==> src/rtl/serial_subtractor_if.sv <==
// Start/operand/result bundle for the bit-serial subtractor.
// The master drives the request and operands; the slave (the subtractor) returns status and result.
interface serial_subtractor_if #(
    parameter int WIDTH = 16
);
    logic             start;
    logic [WIDTH-1:0] a;
    logic [WIDTH-1:0] b;
    logic             busy;
    logic             done;
    logic [WIDTH-1:0] d;
    logic             bout;

    modport master (
        output start, a, b,
        input  busy, done, d, bout
    );

    modport slave (
        input  start, a, b,
        output busy, done, d, bout
    );
endinterface

==> src/rtl/serial_subtractor.sv <==
// Bit-serial unsigned subtractor: d = a - b, LSB first, one full-subtractor cell per clock.
// The result and borrow registers update only on the completion edge and hold until the next completion.
module serial_subtractor #(
    parameter int WIDTH = 16
) (
    input  logic                clk,
    input  logic                rst_n,
    serial_subtractor_if.slave  bus
);
    localparam int CW = (WIDTH > 1) ? $clog2(WIDTH) : 1;
    localparam logic [CW-1:0] LAST_BIT = CW'(WIDTH - 1);

    typedef enum logic [1:0] {
        IDLE,
        RUN,
        DONE
    } state_t;

    state_t           state_q, state_d;
    logic [WIDTH-1:0] sa_q, sa_d;
    logic [WIDTH-1:0] sb_q, sb_d;
    logic [WIDTH-1:0] sr_q, sr_d;
    logic [WIDTH-1:0] d_q, d_d;
    logic             br_q, br_d;
    logic             bout_q, bout_d;
    logic [CW-1:0]    cnt_q, cnt_d;

    logic x, y, diff, br_next;

    // The single full-subtractor cell, fed by the low bits of the operand shifters.
    always_comb begin
        x       = sa_q[0];
        y       = sb_q[0];
        diff    = x ^ y ^ br_q;
        br_next = (~x & y) | (~(x ^ y) & br_q);
    end

    always_comb begin
        state_d = state_q;
        sa_d    = sa_q;
        sb_d    = sb_q;
        sr_d    = sr_q;
        d_d     = d_q;
        br_d    = br_q;
        bout_d  = bout_q;
        cnt_d   = cnt_q;

        case (state_q)
            IDLE: begin
                if (bus.start) begin
                    sa_d    = bus.a;
                    sb_d    = bus.b;
                    sr_d    = '0;
                    br_d    = 1'b0;
                    cnt_d   = '0;
                    state_d = RUN;
                end
            end
            RUN: begin
                sr_d  = {diff, sr_q[WIDTH-1:1]};
                sa_d  = sa_q >> 1;
                sb_d  = sb_q >> 1;
                br_d  = br_next;
                cnt_d = cnt_q + 1'b1;
                // Last bit: publish the full difference in the same edge as the shift.
                if (cnt_q == LAST_BIT) begin
                    d_d     = {diff, sr_q[WIDTH-1:1]};
                    bout_d  = br_next;
                    state_d = DONE;
                end
            end
            DONE: begin
                state_d = IDLE;
            end
            default: begin
                state_d = IDLE;
            end
        endcase
    end

    always_ff @(posedge clk or negedge rst_n) begin
        if (!rst_n) begin
            state_q <= IDLE;
            sa_q    <= '0;
            sb_q    <= '0;
            sr_q    <= '0;
            d_q     <= '0;
            br_q    <= 1'b0;
            bout_q  <= 1'b0;
            cnt_q   <= '0;
        end else begin
            state_q <= state_d;
            sa_q    <= sa_d;
            sb_q    <= sb_d;
            sr_q    <= sr_d;
            d_q     <= d_d;
            br_q    <= br_d;
            bout_q  <= bout_d;
            cnt_q   <= cnt_d;
        end
    end

    assign bus.busy = (state_q == RUN);
    assign bus.done = (state_q == DONE);
    assign bus.d    = d_q;
    assign bus.bout = bout_q;
endmodule

==> src/flat_wrapper.sv <==
// flat-port wrapper written by rule: the top's interface ports become plain ports
module serial_subtractor_flat 
#(
    parameter int WIDTH = 16
)
  (clk, rst_n, bus_start, bus_a, bus_b, bus_busy, bus_done, bus_d, bus_bout);
  serial_subtractor_if #(.WIDTH(WIDTH)) bus_i ();
  input  logic clk;
  input  logic rst_n;
  input wire logic [$bits(bus_i.start)-1:0] bus_start;
  input wire logic [$bits(bus_i.a)-1:0] bus_a;
  input wire logic [$bits(bus_i.b)-1:0] bus_b;
  output wire logic [$bits(bus_i.busy)-1:0] bus_busy;
  output wire logic [$bits(bus_i.done)-1:0] bus_done;
  output wire logic [$bits(bus_i.d)-1:0] bus_d;
  output wire logic [$bits(bus_i.bout)-1:0] bus_bout;
  assign bus_i.start = bus_start;
  assign bus_i.a = bus_a;
  assign bus_i.b = bus_b;
  assign bus_busy = bus_i.busy;
  assign bus_done = bus_i.done;
  assign bus_d = bus_i.d;
  assign bus_bout = bus_i.bout;
  serial_subtractor #(.WIDTH(WIDTH)) u_core (.clk(clk), .rst_n(rst_n), .bus(bus_i));
endmodule
==> config.mk <==
export PLATFORM = sky130hd
export DESIGN_NAME = serial_subtractor_flat
export DESIGN_NICKNAME = d
export VERILOG_FILES = /design/src/rtl/serial_subtractor_if.sv /design/src/rtl/serial_subtractor.sv /design/src/flat_wrapper.sv
export SDC_FILE = /design/constraint.sdc
export NUM_CORES = 1
export LEC_CHECK = 0
export BUFFER_PORTS_ARGS = -buffer_cell sky130_fd_sc_hd__clkbuf_2
export CORE_AREA = 2 2 57 100
export CTS_CLUSTER_DIAMETER = 200
export DETAILED_ROUTE_END_ITERATION = 16
export DIE_AREA = 0 0 59 102
export GPL_ROUTABILITY_DRIVEN = 0
export PLACE_DENSITY = 0.82
export REMOVE_ABC_BUFFERS = 1
export SYNTH_ARGS = -nofsm -noshare
export SYNTH_HDL_FRONTEND = slang
export SYNTH_SLANG_ARGS = --single-unit
==> constraint.sdc <==
create_clock -name clk -period 4.2 [get_ports clk]
set_clock_uncertainty 0.2 [all_clocks]
set_input_delay 0.84 -clock clk [delete_from_list [all_inputs] [get_ports clk]]
set_output_delay 0.84 -clock clk [all_outputs]
set_load 0.1 [all_outputs]
# After elaboration in Yosys (flattened, before gate mapping)
# Index checks and enable logic that the tools add are counted.
[word_totals] out_inout_bits=19 register_bits=72 elab_cells=39
[op_classes] addsub=1 n_reduce_logical=5 n_mux=13 n_eq_ne=5 bitwise=7
[op_table] op="$pmux 16 s2" count=3
[op_table] op="$mux 16" count=3
[op_table] op="$pmux 4 s2" count=1
[op_table] op="$reduce_and 2->1" count=3
[op_table] op="$add 4x1->4 const B" count=1
[op_table] op="$eq 4x4->1 const B" count=1
[op_table] op="$mux 2" count=2
[op_table] op="$mux 4" count=1
[op_table] op="$pmux 2 s2" count=1
[op_table] op="$and 1x1->1" count=2
[op_table] op="$eq 2x1->1 const B" count=1
[op_table] op="$eq 2x2->1 const B" count=1
[op_table] op="$logic_not 2->1" count=1
[op_table] op="$ne 2x1->1 const B" count=1
[op_table] op="$ne 2x2->1 const B" count=1
[op_table] op="$not 1->1" count=2
[op_table] op="$pmux 1 s2" count=1
[op_table] op="$reduce_bool 2->1" count=1
[op_table] op="$xor 1x1->1" count=2
[op_table] op="$mux 1" count=1
[op_table] op="$or 1x1->1" count=1

# Depth between registers and ports, before layout
[depth] depth_word=5 depth_mapped=5

# Worst setup path after synthesis
# No wires, ideal clock.
[synth_timing] path_type="flip-flop to output port" from="reg u_core.state_q[1]" to="out bus_done" slack_ns=1.074 path_stages_with_launch=3 t_arrival_ns=2.086 required_ns=3.160 path_cell_list="dfrtp_1 clkbuf_1 nor2b_1"
[synth_via] elab_chain_len=1
[synth_rtl] element="from (decl)" line_no="serial_subtractor.sv:19" rtl="state_t state_q, state_d;"
[synth_rtl] element="from (signal assigned)" line_no="serial_subtractor.sv:92" rtl="state_q <= state_d;"
[synth_rtl] element="$eq 2x2->1" line_no="serial_subtractor.sv:104" rtl="assign bus.done = (state_q == DONE);"
[synth_rtl] element="to (decl)" line_no="flat_wrapper.sv:14" rtl="output wire logic [$bits(bus_i.done)-1:0] bus_done;"
# No other way between the ends.

# Final worst setup path
[layout_timing] from="reg u_core.state_q[1]" to="out bus_busy"
[layout_via] elab_chain_len=1
[layout_rtl] element="$eq 2x1->1" line_no="serial_subtractor.sv:103" rtl="assign bus.busy = (state_q == RUN);"
[layout_rtl] element="to (decl)" line_no="flat_wrapper.sv:13" rtl="output wire logic [$bits(bus_i.busy)-1:0] bus_busy;"
# No other way between the ends.

==> reports/summary.md <==
The run finished with clean final reports. The area growth from synthesis to layout came out at 16.04%. The capture point of the worst reg-to-reg path was u_core.cnt_q[2]. Startpoint kind of the worst setup timing path: a register. Using the TritonRoute via totals, the vias-per-cell ratio works out to 5.895.

The floorplan step set the die height to 102 µm. The synthesis warning total was 0. The floorplan step defined a die boundary enclosing 6018 µm². The number of DRC markers in iteration 0 was 102; the mux contribution to synthesized area was 0.07333.

For the starting density of the core, the log shows 0.5811. The run gives 40 as the largest net degree at the start of global routing. For the final count of pins violating max slew, the log shows 0. For this block, the routed nets add up to 5717 µm of wire. Dividing total power by cell area gives a power density of 842.3 nW/µm².

For the worst setup path, the data required time is 3160 ps. The tools report the clock latency of the later-clocked register in the worst-skew pair as 350 ps. The clock passes through at most 2 buffers.

The logs give 2090 ps for the arrival time reported for the critical path endpoint and 0 for the count of antenna-violating nets left after detailed routing. For this run, the detailed router's first-pass iteration total came to 4. After synthesis, the largest family of logic cells by area is compound AO/OA/AOI/OAI gates. The region available for standard cell placement spans 5167 µm². For the relative slew slack, the log shows 0.4499.

The global-route wire length before repair came out at 9563 µm. Synthesized-area fraction occupied by ao, oa, aoi and oai cells: 0.2088. The site row count was 35. The final layout contains 339 nets. The cell area after technology mapping is 3003 µm².

Traced cell by cell, the critical path runs through buf_4 -> nand2b_4 -> inv_2 -> clkbuf_2. The number of endpoints with negative hold slack in the final report came out at 0. Of all nets on the critical path, the largest fanout is 35. For hold timing, the worst endpoint is u_core.sa_q[11].

Max-cap violations in this run came to 0. The period utilization came out at 0.7456. The worst register-to-register path has a depth of 5. Clock tree synthesis inserted a total of 9 buffers. The logs give 0 for the post-CTS resize count and 71 for the number of sinks on the clock net.

In this run the horizontal extent of the chip is 59 µm. Leaving out fill and tap cells, the most frequent cell in the layout is dfrtp_1. Dividing the synthesized area by the synthesized cell count gives 11.96 µm². The slowest library cell on the worst path was clkbuf_2. The hold path startpoint was u_core.sa_q[11]. After layout, the worst setup slack is 1068 ps. STA classifies the critical path endpoint as an output pin. Layout cell share with drive strength beyond 1: 0.3062. For the final routed database, the setup TNS stands at 0 ps. The synthesized design contains 71 register bits.

The largest incremental delay on the critical path came out at 550 ps. Global routing finished with a remaining overflow of 0. The run gives 0.3193 GHz as the highest clock rate. TritonCTS built the clock tree.

Counting buffers and inverters, the worst setup path is 4 cells deep. In the final routed layout, each cell accounts on average for 15.79 µm. The count of port buffers added during placement came out at 53. The setup slack at placement is 1445 ps. The top cell types in the final layout, fill and taps aside, are 71 x dfrtp_1, 52 x clkbuf_2, 31 x o21ai_0. The number of cells produced by synthesis came out at 251. 0 antenna diodes ended up in the layout. In this run, post-CTS hold repair placed 0 buffers.

Along the worst hold path, the cell count comes to 2. The number of top-level pins was 54. At the pin with the least slew margin, the transition time is 823.4 ps.

The number of global-route vias before repair is 2,138. The run gives 0.5917 as the sequential cell area fraction in the yosys report. The number of setup buffers added after CTS is 0. The logs give 1.629 nW for the leakage power and 0 for the final count of negative-setup-slack endpoints.

In this run the worst hold path is classified as register to register. The cell family contributing the most delay on the critical path is buffers and inverters. The logs give 0 for the initial antenna violation count and 1940 ps for the reg-to-reg setup timing slack. DRC violations left: 0. The critical path buffer and inverter count was 3. The xor and xnor fraction of the mapped netlist area is 0, and the synthesized-area fraction occupied by and/or/nand/nor cells is 0.07958.

Clock-pin slew was measured on the worst setup and hold paths at 80 ps. The arithmetic-cell share of the synthesized area counting full adders, half adders and majority gates is 0.01083, and the depth of the CTS H-tree is 3. The tools report the highest ir drop seen on vdd as 0.3631 mV.

The startpoint identified for the worst register-to-register timing path is u_core.state_q[0]. The tree is rooted in a clkbuf_8. The final critical path time including I/O delays and setup was 3132 ps. In this run, distinct cell masters in the synthesized netlist total 26. The total global routing track utilization is 0.2097. Via count: 2,134. Setup repair after global routing left no endpoint under its margin. After legalization and detailed placement, the total HPWL measured 3798 µm. The category of the critical setup timing path was register to output pin.
synthesized netlist by cell type, drive strengths merged:
master    n  area [µm²]
inv       4       15.01
mux2     16       210.2
or3       1       6.260
mux2i     1       10.01
nand2    24       90.09
a41oi     1       8.760
nor2      1       20.02
fa        1       20.02
ha        1       12.51
nor3b     1       7.510
a22o     18       157.7
a21oi     9       45.04
a22oi    30       225.2
dfrtp    71        1777
a2bb2oi   1       8.760
buf      12       70.06
nor2b    13       81.33
nand2b    1       13.76
nand3     4       20.02
o21ai    34       170.2
clkbuf    6       22.52
o21bai    1       11.26
state kept, by name (all words and copies together) (netlist names):
register,cells
u_core.br_q,1
u_core.bus.bout,1
u_core.bus.d,16
u_core.cnt_q,4
u_core.sa_q,16
u_core.sb_q,16
u_core.sr_q,15
u_core.state_q,2
through the flow:
stage | power [mW] | utilization | hold slack, ps | instance area [µm²] | instances
2_1_floorplan | 2.117 | - | 249.8 | 2910 | 233
3_3_place_gp | 2.360 | 0.6351 | 262.6 | 3282 | 346
3_5_place_dp | 2.403 | 0.6351 | 271.6 | 3282 | 346
4_1_cts | 2.961 | 0.6743 | 289.9 | 3485 | 362
5_1_grt | 3.102 | 0.6743 | 312.8 | 3485 | 362
6_report | 2.935 | 0.6743 | 286.0 | 3485 | 362
layer usage:
layer | share of wire | GRT usage | vias to the layer above | routed length [µm]
met5 | 0 | 0 | - | 0
met4 | 0.014 | 0.09091 | 0 | 81
met3 | 0.045 | 0.05949 | 7 | 256
met2 | 0.52 | 0.3487 | 57 | 2980
met1 | 0.42 | 0.2500 | 1056 | 2398
li1 | - | - | 1014 | -
kinds of logic (layout without fill, tap and decap cells):
kind of cell,after synthesis,after routing
buffers and inverters,22,78
and+or+nand+nor,45,45
DFF,71,71
adders and majority gates,2,2
muxes,17,17
AOI/OAI and AO/OA,94,94
worst register-to-register path, stage by stage (launching register included):
cell and delay (ps):
dfrtp_1 410, buf_4 260, o21bai_2 690, buf_4 400, o21ai_0 130, o21ai_0 80
worst max-delay path by stage:
stage	slack, ps	to	start
after floorplan	1000	bus_done	u_core.state_q[1]
after global placement	1480	bus_busy	u_core.state_q[1]
after detailed placement	1450	bus_busy	u_core.state_q[1]
after CTS	1060	bus_busy	u_core.state_q[1]
after global routing	970	bus_busy	u_core.state_q[1]
final	1070	bus_busy	u_core.state_q[1]
where the power goes:
group / switching [mW] / internal (mW) / leakage, nW / total [mW]
Combinational: 0.885 / 0.379 / 0.609 / 1.26
Sequential: 0.175 / 0.947 / 0.927 / 1.12
Clock: 0.268 / 0.280 / 0.0929 / 0.548
Total: 1.33 / 1.61 / 1.63 / 2.94
area by class of cell:
type                            instances  area (µm²)
Clock inverter                          7       78.83
Clock buffer                            9       123.9
Tap cell                               55       68.82
Timing Repair Buffer                   58       302.8
Fill cell                             408        1683
Inverter                                4       15.01
Sequential cell                        71        1777
Multi-Input combinational cell        158        1119
Power figures use the tool's default switching activity.
